File: config.mk
export PLATFORM = sky130hd
export DESIGN_NAME = mio_bus_slave
export DESIGN_NICKNAME = d
export VERILOG_FILES = /design/src/rtl/mio_bus_slave.sv
export SDC_FILE = /design/constraint.sdc
export NUM_CORES = 2
export LEC_CHECK = 0
export CAP_MARGIN = 5
export CORE_UTILIZATION = 40
export DETAILED_ROUTE_END_ITERATION = 10
export HOLD_SLACK_MARGIN = 0.1
export PLACE_DENSITY = 0.55
export SLEW_MARGIN = 25
export SYNTH_ARGS = -nofsm -noshare
export SYNTH_HDL_FRONTEND = slang
export SYNTH_SLANG_ARGS = --single-unit
File: constraint.sdc
create_clock -name clk -period 3.7 [get_ports clk]
set_input_delay 0.74 -clock clk [delete_from_list [all_inputs] [get_ports clk]]
set_output_delay 0.74 -clock clk [all_outputs]
set_load 0.01 [all_outputs]
File: src/rtl/mio_bus_slave.sv
// mio_bus_slave: responder end of the multi-cycle CPU memory/IO bus.
// Decodes requests into data RAM, LED/switch GPIO and a 32-bit compare timer,
// returns registered read data and a one-cycle MIO_ready after a per-region wait.
module mio_bus_slave #(
  parameter int unsigned RAM_AW   = 6,
  parameter int unsigned WAIT_RAM = 2,
  parameter int unsigned WAIT_IO  = 0
) (
  input  logic        clk,
  input  logic        reset,
  input  logic        CPU_MIO,
  input  logic        mem_w,
  input  logic [31:0] Addr_in,
  input  logic [31:0] Data_wr,
  output logic [31:0] Data_rd,
  output logic        MIO_ready,
  input  logic [15:0] sw_in,
  output logic [15:0] led_out,
  output logic        INT_out
);

  localparam int unsigned DW        = 32;
  localparam int unsigned IOW       = 16;
  localparam int unsigned WCW       = 4;
  localparam int unsigned RAM_WORDS = 1 << RAM_AW;

  typedef enum logic [1:0] {ST_IDLE, ST_WAIT, ST_DONE} state_e;
  typedef enum logic [2:0] {RG_RAM, RG_LED, RG_SW, RG_CNT, RG_CMP, RG_STAT, RG_NONE} region_e;

  state_e            state_q, state_d;
  region_e           region_q, region_d, region_c, sel_region_c;
  logic [WCW-1:0]    wcnt_q, wcnt_d, wload_c;
  logic [RAM_AW-1:0] idx_q, idx_d, sel_idx_c;
  logic [DW-1:0]     wdata_q, wdata_d;
  logic              we_q, we_d;
  logic              ready_q, ready_d;
  logic [DW-1:0]     rdata_q, rdata_d, rmux_c;
  logic [IOW-1:0]    led_q, led_d;
  logic [DW-1:0]     count_q, count_d;
  logic [DW-1:0]     cmp_q, cmp_d;
  logic              irq_q, irq_d;
  logic              commit_c;
  logic [DW-1:0]     ram_q [RAM_WORDS];
  logic              unused_addr_lsb;

  // Byte-lane bits carry no meaning on this word-wide bus.
  assign unused_addr_lsb = ^Addr_in[1:0];

  // Address decode of the live request; IO registers need an exact word match.
  always_comb begin
    region_c = RG_NONE;
    if (Addr_in[DW-1:RAM_AW+2] == '0) begin
      region_c = RG_RAM;
    end else begin
      case (Addr_in[DW-1:2])
        30'h3C00_0000: region_c = RG_LED;
        30'h3C00_0001: region_c = RG_SW;
        30'h3800_0000: region_c = RG_CNT;
        30'h3800_0001: region_c = RG_CMP;
        30'h3800_0002: region_c = RG_STAT;
        default:       region_c = RG_NONE;
      endcase
    end
  end

  assign wload_c = (region_c == RG_RAM) ? WCW'(WAIT_RAM) : WCW'(WAIT_IO);

  // Read source for the access about to enter DONE (live request when idle).
  always_comb begin
    sel_region_c = (state_q == ST_IDLE) ? region_c : region_q;
    sel_idx_c    = (state_q == ST_IDLE) ? Addr_in[RAM_AW+1:2] : idx_q;
    rmux_c       = '0;
    case (sel_region_c)
      RG_RAM:  rmux_c = ram_q[sel_idx_c];
      RG_LED:  rmux_c = DW'(led_q);
      RG_SW:   rmux_c = DW'(sw_in);
      RG_CNT:  rmux_c = count_q;
      RG_CMP:  rmux_c = cmp_q;
      RG_STAT: rmux_c = DW'(irq_q);
      default: rmux_c = '0;
    endcase
  end

  // Bus FSM next state: latch request, count wait cycles, pulse ready in DONE.
  always_comb begin
    state_d  = state_q;
    region_d = region_q;
    wcnt_d   = wcnt_q;
    idx_d    = idx_q;
    wdata_d  = wdata_q;
    we_d     = we_q;
    ready_d  = 1'b0;
    rdata_d  = rdata_q;
    case (state_q)
      ST_IDLE: begin
        if (CPU_MIO) begin
          region_d = region_c;
          idx_d    = Addr_in[RAM_AW+1:2];
          wdata_d  = Data_wr;
          we_d     = mem_w;
          wcnt_d   = wload_c;
          if (wload_c == '0) begin
            state_d = ST_DONE;
            ready_d = 1'b1;
            if (!mem_w) rdata_d = rmux_c;
          end else begin
            state_d = ST_WAIT;
          end
        end
      end
      ST_WAIT: begin
        wcnt_d = wcnt_q - WCW'(1);
        if (wcnt_q == WCW'(1)) begin
          state_d = ST_DONE;
          ready_d = 1'b1;
          if (!we_q) rdata_d = rmux_c;
        end
      end
      ST_DONE: state_d = ST_IDLE;
      default: state_d = ST_IDLE;
    endcase
  end

  // Writes take effect at the edge that ends DONE.
  assign commit_c = (state_q == ST_DONE) && we_q;

  // Timer, compare, irq flag and LED register updates; irq set beats clear.
  always_comb begin
    count_d = count_q + DW'(1);
    cmp_d   = cmp_q;
    led_d   = led_q;
    irq_d   = irq_q;
    if (commit_c) begin
      case (region_q)
        RG_LED:  led_d   = wdata_q[IOW-1:0];
        RG_CNT:  count_d = wdata_q;
        RG_CMP:  cmp_d   = wdata_q;
        RG_STAT: if (wdata_q[0]) irq_d = 1'b0;
        default: ;
      endcase
    end
    if (count_q == cmp_q) irq_d = 1'b1;
  end

  // Data RAM write port; contents survive reset.
  always_ff @(posedge clk) begin
    if (commit_c && (region_q == RG_RAM)) ram_q[idx_q] <= wdata_q;
  end

  // State and output registers.
  always_ff @(posedge clk or negedge reset) begin
    if (!reset) begin
      state_q  <= ST_IDLE;
      region_q <= RG_NONE;
      wcnt_q   <= '0;
      idx_q    <= '0;
      wdata_q  <= '0;
      we_q     <= 1'b0;
      ready_q  <= 1'b0;
      rdata_q  <= '0;
      led_q    <= '0;
      count_q  <= '0;
      cmp_q    <= '1;
      irq_q    <= 1'b0;
    end else begin
      state_q  <= state_d;
      region_q <= region_d;
      wcnt_q   <= wcnt_d;
      idx_q    <= idx_d;
      wdata_q  <= wdata_d;
      we_q     <= we_d;
      ready_q  <= ready_d;
      rdata_q  <= rdata_d;
      led_q    <= led_d;
      count_q  <= count_d;
      cmp_q    <= cmp_d;
      irq_q    <= irq_d;
    end
  end

  assign Data_rd   = rdata_q;
  assign MIO_ready = ready_q;
  assign led_out   = led_q;
  assign INT_out   = irq_q;

endmodule

==> impl_metrics.yaml <==
timing:
  setup_violations: 0
  finalSetupTns_ns: 0
  rsz0062_at_grt: "yes"
  hold_viol_final: 0
  slew_viol_final: 0
  fin_crit_ns: 3.67
  fin_worst_skew_ns: 0.0556
  slew_headroom_pct: 25.8
  worstMarginPinSlew_ns: 1.11
  max_freq_mhz: 272
  fin_crit_sh_pct: 99.2
setup_path:
  crit_fanout: 23
  r2r_cells: 13
  crit_type: "register to register"
  rrSetupSlack_ns: 0.03
  r2r-end: "Data_rd[18]"
  arrival_ns: 4.42
  cp-start-kind: "register"
  critPathCaptureType: "register"
  r2r-start: "state_q[1]"
  crit_start: "state_q[1]"
  required_ns: 4.45
synth:
  ys_ff_latch: 2210
  ys_async_sr_fraction_pct: 7.33
  yosysSeqAreaShare_pct: 74.6
  ys_warn_count: 0
  synth_edf_count: 2048
  synth_nets: 6063
  synth_area_per_cell_um2: 14.7
  synth_cell_types: 81
  synth_cells: 5976
  synthesis.area_um2: 87900
  synthFlopType: "edfxtp_1"
finish:
  area_growth_syn_to_layout_pct: 22.3
  nFillCells: 18500
  layout_common_cells: "edfxtp_1, nand2_1, buf_4"
  drive_above_1_share_pct: 21.5
  layout_commonest_cell: "edfxtp_1"
  final_core_util_pct: 49.3
  final_nets: 6905
  instances_no_fill: 9855
flow_run:
  drv_cap: 0
grt:
  antenna_found_initial: 30
  grt.total_usage_pct: 28.1
  grt_pass1_vias: 56200
  gr-total-overflow: 0
  grt_pass1_wl_um: 439000
  grt_max_degree: 69
power:
  seqPwrFrac_pct: 50.1
  max-vdd-ir-drop_v: 0.000567
  cellPowerDensity_nw_per_um2: 542
  p_sw_share_pct: 25.9
  power_frac_comb_pct: 12.5
  pwr-share-clk_pct: 37.3
  p_switching_uw: 15100
  internal-power_uw: 43200
  power_leakage_uw: 0.0373
routing:
  wirelength_um: 316000
  top_layer: "met5"
  wl_met1_um: 124000
  vias_per_cell: 5.98
  drcViolationCount: 0
  wl_met2_um: 147000
  antenna_left: 0
  vias: 58900
  drtIter0Drc: 8157
  wl_met3_um: 32200
  dr.pass1.iters: 5
  wl_per_cell_um: 32.1
clock_tree:
  htreeDepth: 4
  numCtsBuffers: 221
  root_buffer: "clkbuf_16"
  cts.path.max_buffers: 3
  cts_tree: "done"
  clk_latency_ns: 0.89
  clkSinkCount: 2210
  clkTransAtPathRegs_ns: 0.06
floorplan:
  io_pins: 134
  initial_core_util_pct: 40.4
  core_area_um2: 218000
  dieWidth_um: 471
  row_count: 171
  die_y_um: 471
  die_area_um2: 222000
placement:
  placed_cells: 9434
  port_buffers: 131
  dp_hpwl_um: 207000
  gp_congestion: 0.907
worst_hold_path:
  min_path_type: "primary input to register"
  min_path_cells: 3
  worstHoldEndpoint: "wdata_q[15]"
  min_from: "Data_wr[15]"
status:
  status: "completed"
## repair_timing
item,CTS,global route
hold endpoints to repair,48,0
setup buffers,9,3
hold buffers,1,0
setup endpoints to repair,12,10
pin swaps,3,4
gates resized for setup,17,14
gates cloned,0,0
## Yosys cell counts (all sizes together) (12+ instances only)
master / instances / area (µm²)
edfxtp: 2048 / 61500
nand2: 1352 / 5090
nand3: 399 / 2000
buf: 241 / 1310
mux2i: 211 / 2110
nor2: 175 / 664
clkbuf: 134 / 503
a32oi: 133 / 1160
dfrtp: 128 / 3200
a31oi: 123 / 769
nand4: 115 / 719
a21oi: 99 / 495
mux4: 97 / 2180
o21ai: 90 / 454
a211oi: 77 / 588
and3: 68 / 425
mux2: 60 / 676
xor2: 54 / 473
a311oi: 40 / 350
dfstp: 34 / 893
a22oi: 28 / 215
nor4: 27 / 175
a221oi: 23 / 208
nor3: 23 / 115
o2111ai: 20 / 175
o22ai: 17 / 106
a221o: 12 / 120
## worst max-delay path, stage by stage (launching register included)
cell and delay [ns]:
dfrtp_2 0.44, buf_12 0.17, or3b_1 0.39, buf_4 0.19, buf_4 0.17, nand2_8 0.19
buf_4 0.33, mux4_2 0.35, o2111ai_1 0.22, buf_4 0.19, nand4_1 0.12, nor3_2 0.47
buf_4 0.21, o22ai_1 0.06
## power groups by stage
stage | Sequential [µW] | Clock [µW] | Combinational, µW
after floorplan | 29500 | 0 | 2950
after global routing | 29200 | 22900 | 7610
final | 29200 | 21800 | 7310
after detailed placement | 29700 | 0 | 7060
after CTS | 29200 | 22000 | 7130
after global placement | 29700 | 0 | 7000
## layer usage
metal | global-route usage [%] | up-vias
li1 | - | 24600
met2 | 44.8 | 3408
met3 | 5.87 | 566
met1 | 37.9 | 30300
met5 | 0 | -
met4 | 10.4 | 18
## through the flow
stage | setup WS [ns] | area [µm²] | hold slack (ns) | total power [µW]
finish | 0.0302 | 107000 | 0.402 | 58300
global route | -0.00935 | 107000 | 0.383 | 59700
CTS | 0.000890 | 107000 | 0.358 | 58300
detailed placement | -1.04 | 100000 | 0.507 | 36800
global placement | -1.25 | 100000 | 0.489 | 36700
floorplan | -0.112 | 87900 | 0.444 | 32400
## registers in the layout, indices dropped and copies added (netlist names), 2 cells and up
signal    cells
Data_rd      32
cmp_q        32
count_q      32
idx_q         6
led_out      16
ram_q      2048
region_q      3
state_q       2
wcnt_q        4
wdata_q      32
## cell type report
class | count | area (µm²) | area share (%)
Antenna cell | 5 | 12.5 | 0.0116
Multi-Input combinational cell | 3386 | 21200 | 19.8
Tap cell | 2854 | 3570 | 3.32
Timing Repair Buffer | 994 | 10100 | 9.38
Clock inverter | 116 | 1050 | 0.974
Inverter | 5 | 18.8 | 0.0175
Clock buffer | 285 | 5850 | 5.44
Sequential cell | 2210 | 65700 | 61.1
## worst max path at each step
| stage | to | slack [ns] | cells after the start |
|---|---|---|---|
| after floorplan | ram_q[63][0] | -0.11 | 7 |
| after global placement | Data_rd[6] | -1.25 | 12 |
| after detailed placement | Data_rd[11] | -1.04 | 14 |
| after CTS | Data_rd[21] | 0.0009 | 15 |
| after global routing | Data_rd[21] | -0.009 | 15 |
| final | Data_rd[18] | 0.03 | 13 |
## cells by family (layout without fill, tap and decap cells)
| group | Yosys count | count (layout) | synth area share (%) |
|---|---|---|---|
| adders and majority gates | 3 | 3 | 0.0427 |
| and+or+nand+nor | 2217 | 2217 | 10.9 |
| xor gates and xnor gates | 65 | 65 | 0.648 |
| AOI/OAI and AO/OA | 733 | 733 | 6.00 |
| other | 0 | 5 | 0 |
| muxes | 368 | 368 | 5.66 |
| buffers and inverters | 380 | 1400 | 2.09 |
| DFF | 2210 | 2210 | 74.6 |
Power figures use the tool's default switching activity.
